==> config.mk <==
export PLATFORM = sky130hd
export DESIGN_NAME = param_scan_decoder_flat
export DESIGN_NICKNAME = d
export VERILOG_FILES = /design/src/rtl/param_scan_decoder_if.sv /design/src/rtl/param_scan_decoder.sv /design/src/flat_wrapper.sv
export SDC_FILE = /design/constraint.sdc
export NUM_CORES = 1
export LEC_CHECK = 0
export ABC_AREA = 0
export BUFFER_PORTS_ARGS = -buffer_cell sky130_fd_sc_hd__buf_2
export CORE_MARGIN = 2
export CORE_UTILIZATION = 45
export CTS_CLUSTER_DIAMETER = 60
export CTS_CLUSTER_SIZE = 24
export DETAILED_ROUTE_END_ITERATION = 7
export PLACE_DENSITY = 0.69
export SYNTH_ARGS = -nofsm -noshare
export SYNTH_HDL_FRONTEND = slang
export SYNTH_SLANG_ARGS = --single-unit
==> constraint.sdc <==
create_clock -name clk -period 2.55 [get_ports clk]
set_input_delay 0.1275 -clock clk [delete_from_list [all_inputs] [get_ports clk]]
set_output_delay 0.1275 -clock clk [all_outputs]
set_load 0.01 [all_outputs]
==> src/rtl/param_scan_decoder_if.sv <==
// Handshake/bus bundle for param_scan_decoder.
// master drives the controls and select values; slave returns the registered outputs.
interface param_scan_decoder_if #(
    parameter int SEL_W = 3,
    parameter int DIV_W = 16
);
    localparam int N = 1 << SEL_W;

    logic             en;
    logic             mode;
    logic             load;
    logic [SEL_W-1:0] sel;
    logic [SEL_W-1:0] last;
    logic [DIV_W-1:0] div;
    logic [N-1:0]     out;
    logic [SEL_W-1:0] idx;
    logic             tick;
    logic             wrap;

    modport master (
        output en, mode, load, sel, last, div,
        input  out, idx, tick, wrap
    );

    modport slave (
        input  en, mode, load, sel, last, div,
        output out, idx, tick, wrap
    );
endinterface

==> src/rtl/param_scan_decoder.sv <==
// Registered one-hot decoder with enable and a prescaled scan mode.
// Every output is registered, so the select lines cannot glitch.
module param_scan_decoder #(
    parameter int SEL_W      = 3,
    parameter int DIV_W      = 16,
    parameter bit ACTIVE_LOW = 1'b0
) (
    input logic                clk,
    input logic                rst,
    param_scan_decoder_if.slave bus
);
    localparam int N = 1 << SEL_W;

    typedef enum logic [1:0] {
        IDLE   = 2'd0,
        DIRECT = 2'd1,
        SCAN   = 2'd2
    } state_t;

    state_t           state_q;
    state_t           state_n;
    logic [DIV_W-1:0] psc_q;
    logic [DIV_W-1:0] psc_n;
    logic [SEL_W-1:0] idx_q;
    logic [SEL_W-1:0] idx_n;
    logic [N-1:0]     out_q;
    logic [N-1:0]     out_n;
    logic [N-1:0]     dec;
    logic             tick_q;
    logic             tick_n;
    logic             wrap_q;
    logic             wrap_n;
    logic             chg;

    always_comb begin
        state_n = IDLE;
        unique case (1'b1)
            !bus.en:              state_n = IDLE;
            bus.en && !bus.mode:  state_n = DIRECT;
            bus.en && bus.mode:   state_n = SCAN;
            default:              state_n = IDLE;
        endcase
    end

    assign chg = (state_n != state_q);

    // A state change or a load restarts the prescaler from 0 without advancing.
    always_comb begin
        psc_n  = '0;
        tick_n = 1'b0;
        if (state_n == SCAN && !chg && !bus.load) begin
            if (psc_q == bus.div) begin
                psc_n  = '0;
                tick_n = 1'b1;
            end else begin
                psc_n = psc_q + 1'b1;
            end
        end
    end

    always_comb begin
        idx_n  = idx_q;
        wrap_n = 1'b0;
        if (bus.load) begin
            idx_n = bus.sel;
        end else if (tick_n) begin
            if (idx_q >= bus.last) begin
                idx_n  = '0;
                wrap_n = 1'b1;
            end else begin
                idx_n = idx_q + 1'b1;
            end
        end
    end

    always_comb begin
        dec   = {{(N-1){1'b0}}, 1'b1} << idx_n;
        out_n = (state_n == IDLE) ? '0 : dec;
        if (ACTIVE_LOW)
            out_n = ~out_n;
    end

    always_ff @(posedge clk) begin
        if (rst) begin
            state_q <= IDLE;
            psc_q   <= '0;
            idx_q   <= '0;
            out_q   <= ACTIVE_LOW ? '1 : '0;
            tick_q  <= 1'b0;
            wrap_q  <= 1'b0;
        end else begin
            state_q <= state_n;
            psc_q   <= psc_n;
            idx_q   <= idx_n;
            out_q   <= out_n;
            tick_q  <= tick_n;
            wrap_q  <= wrap_n;
        end
    end

    assign bus.out  = out_q;
    assign bus.idx  = idx_q;
    assign bus.tick = tick_q;
    assign bus.wrap = wrap_q;
endmodule

==> src/flat_wrapper.sv <==
// flat-port wrapper written by rule: the top's interface ports become plain ports
module param_scan_decoder_flat 
#(
    parameter int SEL_W      = 3,
    parameter int DIV_W      = 16,
    parameter bit ACTIVE_LOW = 1'b0
)
  (clk, rst, bus_en, bus_mode, bus_load, bus_sel, bus_last, bus_div, bus_out, bus_idx, bus_tick, bus_wrap);
  param_scan_decoder_if #(.SEL_W(SEL_W), .DIV_W(DIV_W)) bus_i ();
  input logic clk;
  input logic rst;
  input wire logic [$bits(bus_i.en)-1:0] bus_en;
  input wire logic [$bits(bus_i.mode)-1:0] bus_mode;
  input wire logic [$bits(bus_i.load)-1:0] bus_load;
  input wire logic [$bits(bus_i.sel)-1:0] bus_sel;
  input wire logic [$bits(bus_i.last)-1:0] bus_last;
  input wire logic [$bits(bus_i.div)-1:0] bus_div;
  output wire logic [$bits(bus_i.out)-1:0] bus_out;
  output wire logic [$bits(bus_i.idx)-1:0] bus_idx;
  output wire logic [$bits(bus_i.tick)-1:0] bus_tick;
  output wire logic [$bits(bus_i.wrap)-1:0] bus_wrap;
  assign bus_i.en = bus_en;
  assign bus_i.mode = bus_mode;
  assign bus_i.load = bus_load;
  assign bus_i.sel = bus_sel;
  assign bus_i.last = bus_last;
  assign bus_i.div = bus_div;
  assign bus_out = bus_i.out;
  assign bus_idx = bus_i.idx;
  assign bus_tick = bus_i.tick;
  assign bus_wrap = bus_i.wrap;
  param_scan_decoder #(.SEL_W(SEL_W), .DIV_W(DIV_W), .ACTIVE_LOW(ACTIVE_LOW)) u_core (.clk(clk), .rst(rst), .bus(bus_i));
endmodule
After elaboration in Yosys (flattened, before gate mapping)
Cells that the tools add are included.
{"block": "word_totals", "word_cells": 33, "regBits": 31, "input_bits": 27, "out_inout_bits": 13}
{"block": "op_classes", "n_reduce_logical": 11, "muxes": 7, "eq_ne": 3, "n_bitwise": 2, "addsub": 2, "magnitude_cmp": 1, "n_shift": 1}
{"cell": "adder 16 x 1 -> 16 bit (second input constant)", "count": 1}
{"cell": "equality test 16 bit", "count": 1}
{"cell": "2-to-1 mux 3 bit", "count": 3}
{"cell": "left shift 1 x 3 -> 8 bit (first input constant)", "count": 1}
{"cell": "OR reduction 3 bit", "count": 2}
{"cell": "logical AND 1 bit", "count": 4}
{"cell": "one-hot mux 2 bit (2 select lines)", "count": 1}
{"cell": "adder 3 x 1 -> 3 bit (second input constant)", "count": 1}
{"cell": "greater-or-equal comparator 3 bit", "count": 1}
{"cell": "logical NOT 1 bit", "count": 3}
{"cell": "2-to-1 mux 1 bit", "count": 3}
{"cell": "equality test 2 bit (second input constant)", "count": 1}
{"cell": "logical NOT 2 bit", "count": 1}
{"cell": "!= test 2 bit", "count": 1}
{"cell": "inverter 1 bit", "count": 2}
{"cell": "OR reduction 2 bit", "count": 1}

Depth between registers and ports, before layout
{"block": "depth", "ltp_word": 11, "mapped_depth": 7, "ltp_nobuf": 7}

Worst setup path before layout
No wires, ideal clock.
{"block": "synth_path", "path_type": "register -> register", "start": "reg u_core.idx_q[0], in the netlist u_core.bus.idx[0]", "end": "reg u_core.out_q[6], in the netlist u_core.bus.out[6]", "synth_period_minus_slack_ns": 2.033, "path_slack_ns": 0.517, "path_stages_with_launch": 8, "setup_time_ns": 0.079, "t_arrival_ns": 1.953, "n_path_buf": 0, "required_ns": 2.471, "path_cell_list": "dfxtp_1 -> inv_1 -> ha_1 -> nor2b_1 -> o21ai_0 -> o31a_2 -> or4_1 -> a22oi_1"}
{"block": "synth_between", "elab_chain_len": 5, "elab_cells_between_ends": 6, "classes_between": "add/sub (1); order compare (1); shift (1); mux (3)"}
{"item": "start: declaration", "line": "param_scan_decoder.sv:24", "text": "logic [SEL_W-1:0] idx_q;"}
{"item": "start signal: assignment", "line": "param_scan_decoder.sv:94", "text": "idx_q <= idx_n;"}
{"item": "adder 3 x 1 -> 3 bit / greater-or-equal comparator 3 bit (equally long branches)", "line": "param_scan_decoder.sv:71, param_scan_decoder.sv:67"}
{"item": "2-to-1 mux 3 bit", "line": "param_scan_decoder.sv:67", "text": "if (idx_q >= bus.last) begin"}
{"item": "2-to-1 mux 3 bit (*)", "line": "param_scan_decoder.sv:66", "text": "end else if (tick_n) begin"}
{"item": "2-to-1 mux 3 bit (*)", "line": "param_scan_decoder.sv:64", "text": "if (bus.load) begin"}
{"item": "left shift 1 x 3 -> 8 bit (*)", "line": "param_scan_decoder.sv:77", "text": "dec = {{(N-1){1'b0}}, 1'b1} << idx_n;"}
{"item": "end signal: assignment", "line": "param_scan_decoder.sv:88", "text": "out_q <= ACTIVE_LOW ? '1 : '0;"}
{"item": "end signal: assignment", "line": "param_scan_decoder.sv:95", "text": "out_q <= out_n;"}
{"item": "end: declaration", "line": "param_scan_decoder.sv:26", "text": "logic [N-1:0] out_q;"}
Mark *: on every way between the ends. The rest lies on a longest branch, timed or not.
A chain may end at the register's enable or synchronous reset.

Final worst setup path
{"block": "layout_path", "start": "reg u_core.idx_q[0], in the netlist u_core.bus.idx[0]", "end": "reg u_core.out_q[4], in the netlist u_core.bus.out[4]"}
The elaborated chain is that of the path after synthesis.

==> flow_metrics.tcl <==
set metrics [dict create \
    grt_pass1_vias 1325 \
    crit_path_end_kind "flop" \
    drt-initial-drc-count 89 \
    cp-start-kind "flop" \
    yosysWarnings 0 \
    reg2reg_depth 7 \
    max_freq_mhz 448 \
    avgRoutedWirePerCell_um 12.1 \
    period_minus_slack_ns 2.23 \
    grt_max_degree 17 \
    syn_nets 212 \
    start_util_pct 46.6 \
    clk_pin_slew_ns 0.06 \
    synth_edf_count 0 \
    tightest_slew_ns 0.614 \
    worstReg2RegEnd "u_core.bus.out[4]" \
    cp.arrival_ns 2.43 \
    diodes 0 \
    hold_buffers 0 \
    dr.pass1.iters 4 \
    timing.rr.start "u_core.bus.idx[0]" \
    critical_path_required_ns 2.75 \
    groute.usage.overall_pct 17.6 \
    ys_seq_area_share_pct 36.7 \
    dp_hpwl_um 2530 \
    cts-resized-gates 0 \
    dp_cells 262 \
    hold_depth 2 \
    stdcell_count 270 \
    synth.cells.most_frequent "dfxtp_1 (31), nor2_1 (22), xor2_1 (21), nand2_1 (10), nand3_1 (10)" \
    slew_violations 0 \
    syn_inst 180 \
    nFillCells 367 \
    ys_ff_latch 31 \
    finalCritPeriodShare_pct 87.6 \
    drc_errors 0 \
    crit_chain "inv_1 -> ha_1 -> nor2b_1 -> o21ai_0 -> o31ai_1 -> or4_4 -> a22oi_1" \
    die_area_sq_um 4270 \
    drive_gt1_share_pct 27.5 \
    fin_nets 253 \
    regToRegSetupSlack_ns 0.32 \
    synth.avg_cell_area_sq_um 9.40 \
    cts_buffer_depth 2 \
    crit_path_max_fanout 6 \
    path_buf_inv 1 \
    rsz0062_at_grt "false" \
    grt_pass1_wl_um 5640 \
    cp_slowest_stage_delay_ns 0.50 \
    die_w_um 65.3 \
    clock_sinks 31 \
    post-route-util_pct 55.0 \
    slew_headroom_pct 58.7 \
    yosys.area.top_type "dfxtp_1" \
    setup_viol 0 \
    antenna_found_initial 0 \
    fin_setup_tns_ns 0 \
    ctsRootBufferMaster "clkbuf_8" \
    fin_area_sq_um 2000 \
    hold_viol_final 0 \
    die_h_um 65.3 \
    vias_per_cell 5.14 \
    detail-route-antenna-nets 0 \
    slowest_stage "o21ai_0" \
    gp_congestion 0.847 \
    path_delay_family "compound AO/OA/AOI/OAI gates" \
    vdd_drop_max_v 0.000365 \
    vias 1388 \
    cts_tree "done" \
    rows 22 \
    cts_setup_buffers 0 \
    synth_most_common_cell "dfxtp_1" \
    placed_cell_area_sq_um 1920 \
    p_per_area_nw_per_um2 483 \
    synth.top_cell.area_share_pct 36.7 \
    clock_latency_ns 0.28 \
    h-tree-depth 2 \
    synth_cell_type_count 44 \
    hp-start "bus_mode" \
    overflow 0 \
    ys.flop_type "dfxtp_1" \
    cts_made_buffers 5 \
    whs_ns 0.0323 \
    routed_wl_um 3280 \
    min_to "u_core.state_q[0]" \
    area_growth_pct 18.0 \
    skew_ns 0.00289 \
    io_buffers 39 \
    status "finished clean" \
    synth_area_leaders "dfxtp_1 (37%), xor2_1 (11%), nor2_1 (4.9%)" \
    synthesis.area_sq_um 1690 \
    crit_type "flop to flop" \
    hold_path.class "primary input to flop" \
    core_sq_um 3630 \
    synth-async-reset-ratio_pct 0 \
    total_leakage_power_nw 0.790 \
    io_pins 40 \
    max-cap-violations 0 \
]
-- layer usage --
metal / vias up / wire [um] / GRT usage (%)
li1: 716 / - / -
met1: 621 / 1470 / 19.8
met2: 47 / 1540 / 29.3
met3: 4 / 232 / 5.82
met4: 0 / 41 / 9.64
met5: - / 0 / 0
-- cell families after synthesis --
kind of cell	after synthesis	share of synthesized area, %
AND/OR/NAND/NOR	73	25.9
flip-flops	31	36.7
XOR/XNOR	30	17.3
AO/OA/AOI/OAI	27	12.0
buffers and inverters	13	3.92
adder cells (fa/ha/maj)	5	3.70
multiplexers	1	0.591
-- how the worst max path moves through the flow --
stage	startpoint	endpoint	slack, ns	depth (start not counted)
global route	u_core.bus.idx[0]	u_core.bus.out[7]	0.06	7
global placement	u_core.bus.idx[0]	u_core.bus.out[0]	0.41	7
finish	u_core.bus.idx[0]	u_core.bus.out[4]	0.32	7
detailed placement	u_core.bus.idx[0]	u_core.bus.out[4]	0.33	7
CTS	u_core.bus.idx[0]	u_core.bus.out[4]	0.31	7
floorplan	u_core.bus.idx[0]	u_core.bus.out[6]	0.52	7
-- worst reg2reg max path, cell delays in order (launching register included) --
cell and delay, ns:
dfxtp_1 0.37, inv_1 0.09, ha_1 0.19, nor2b_1 0.12, o21ai_0 0.50, o31ai_1 0.25, or4_4 0.47, a22oi_1 0.15
-- registers in the layout (all words and copies together) (netlist names) --
register / count
u_core.bus.out: 8
u_core.psc_q: 16
u_core.bus.tick: 1
u_core.bus.idx: 3
u_core.state_q: 2
u_core.bus.wrap: 1
-- cell type report --
class	count	area (sq um)	share of cell area, %
sequential	31	621	31.1
clock buffer	7	76.3	3.82
clock inverter	1	5.00	0.251
timing repair buffer	40	203	10.2
tap	48	60.1	3.01
inverter	7	26.3	1.32
multi-input combinational	136	1010	50.4
-- per-stage QoR --
| stage | setup WS, ns | power, mW |
|---|---|---|
| 2_1_floorplan | 0.517 | 0.569 |
| 3_3_place_gp | 0.409 | 0.611 |
| 3_5_place_dp | 0.332 | 0.611 |
| 4_1_cts | 0.313 | 0.978 |
| 5_1_grt | 0.0615 | 1.01 |
| 6_report | 0.317 | 0.964 |
-- layout by cell type (no fill, tap or decap), types with 3 or more instances in the layout --
cell	n
xnor2_1	5
o21ai_0	4
clkbuf_8	5
o211ai_1	4
nand3_1	10
dfxtp_1	31
ha_1	5
xor2_2	4
inv_1	7
nand4_1	7
a22oi_1	7
buf_2	39
nand2_1	10
nor3_1	3
nor2_1	22
xor2_1	21
nand2b_1	3
-- power breakdown --
group	internal [mW]	switching, mW	total [mW]
sequential	0.491	0.00402	0.495
combinational	0.0467	0.0590	0.106
clock	0.191	0.172	0.363
total	0.729	0.235	0.964
No activity file was read; power rests on OpenSTA's default activity.
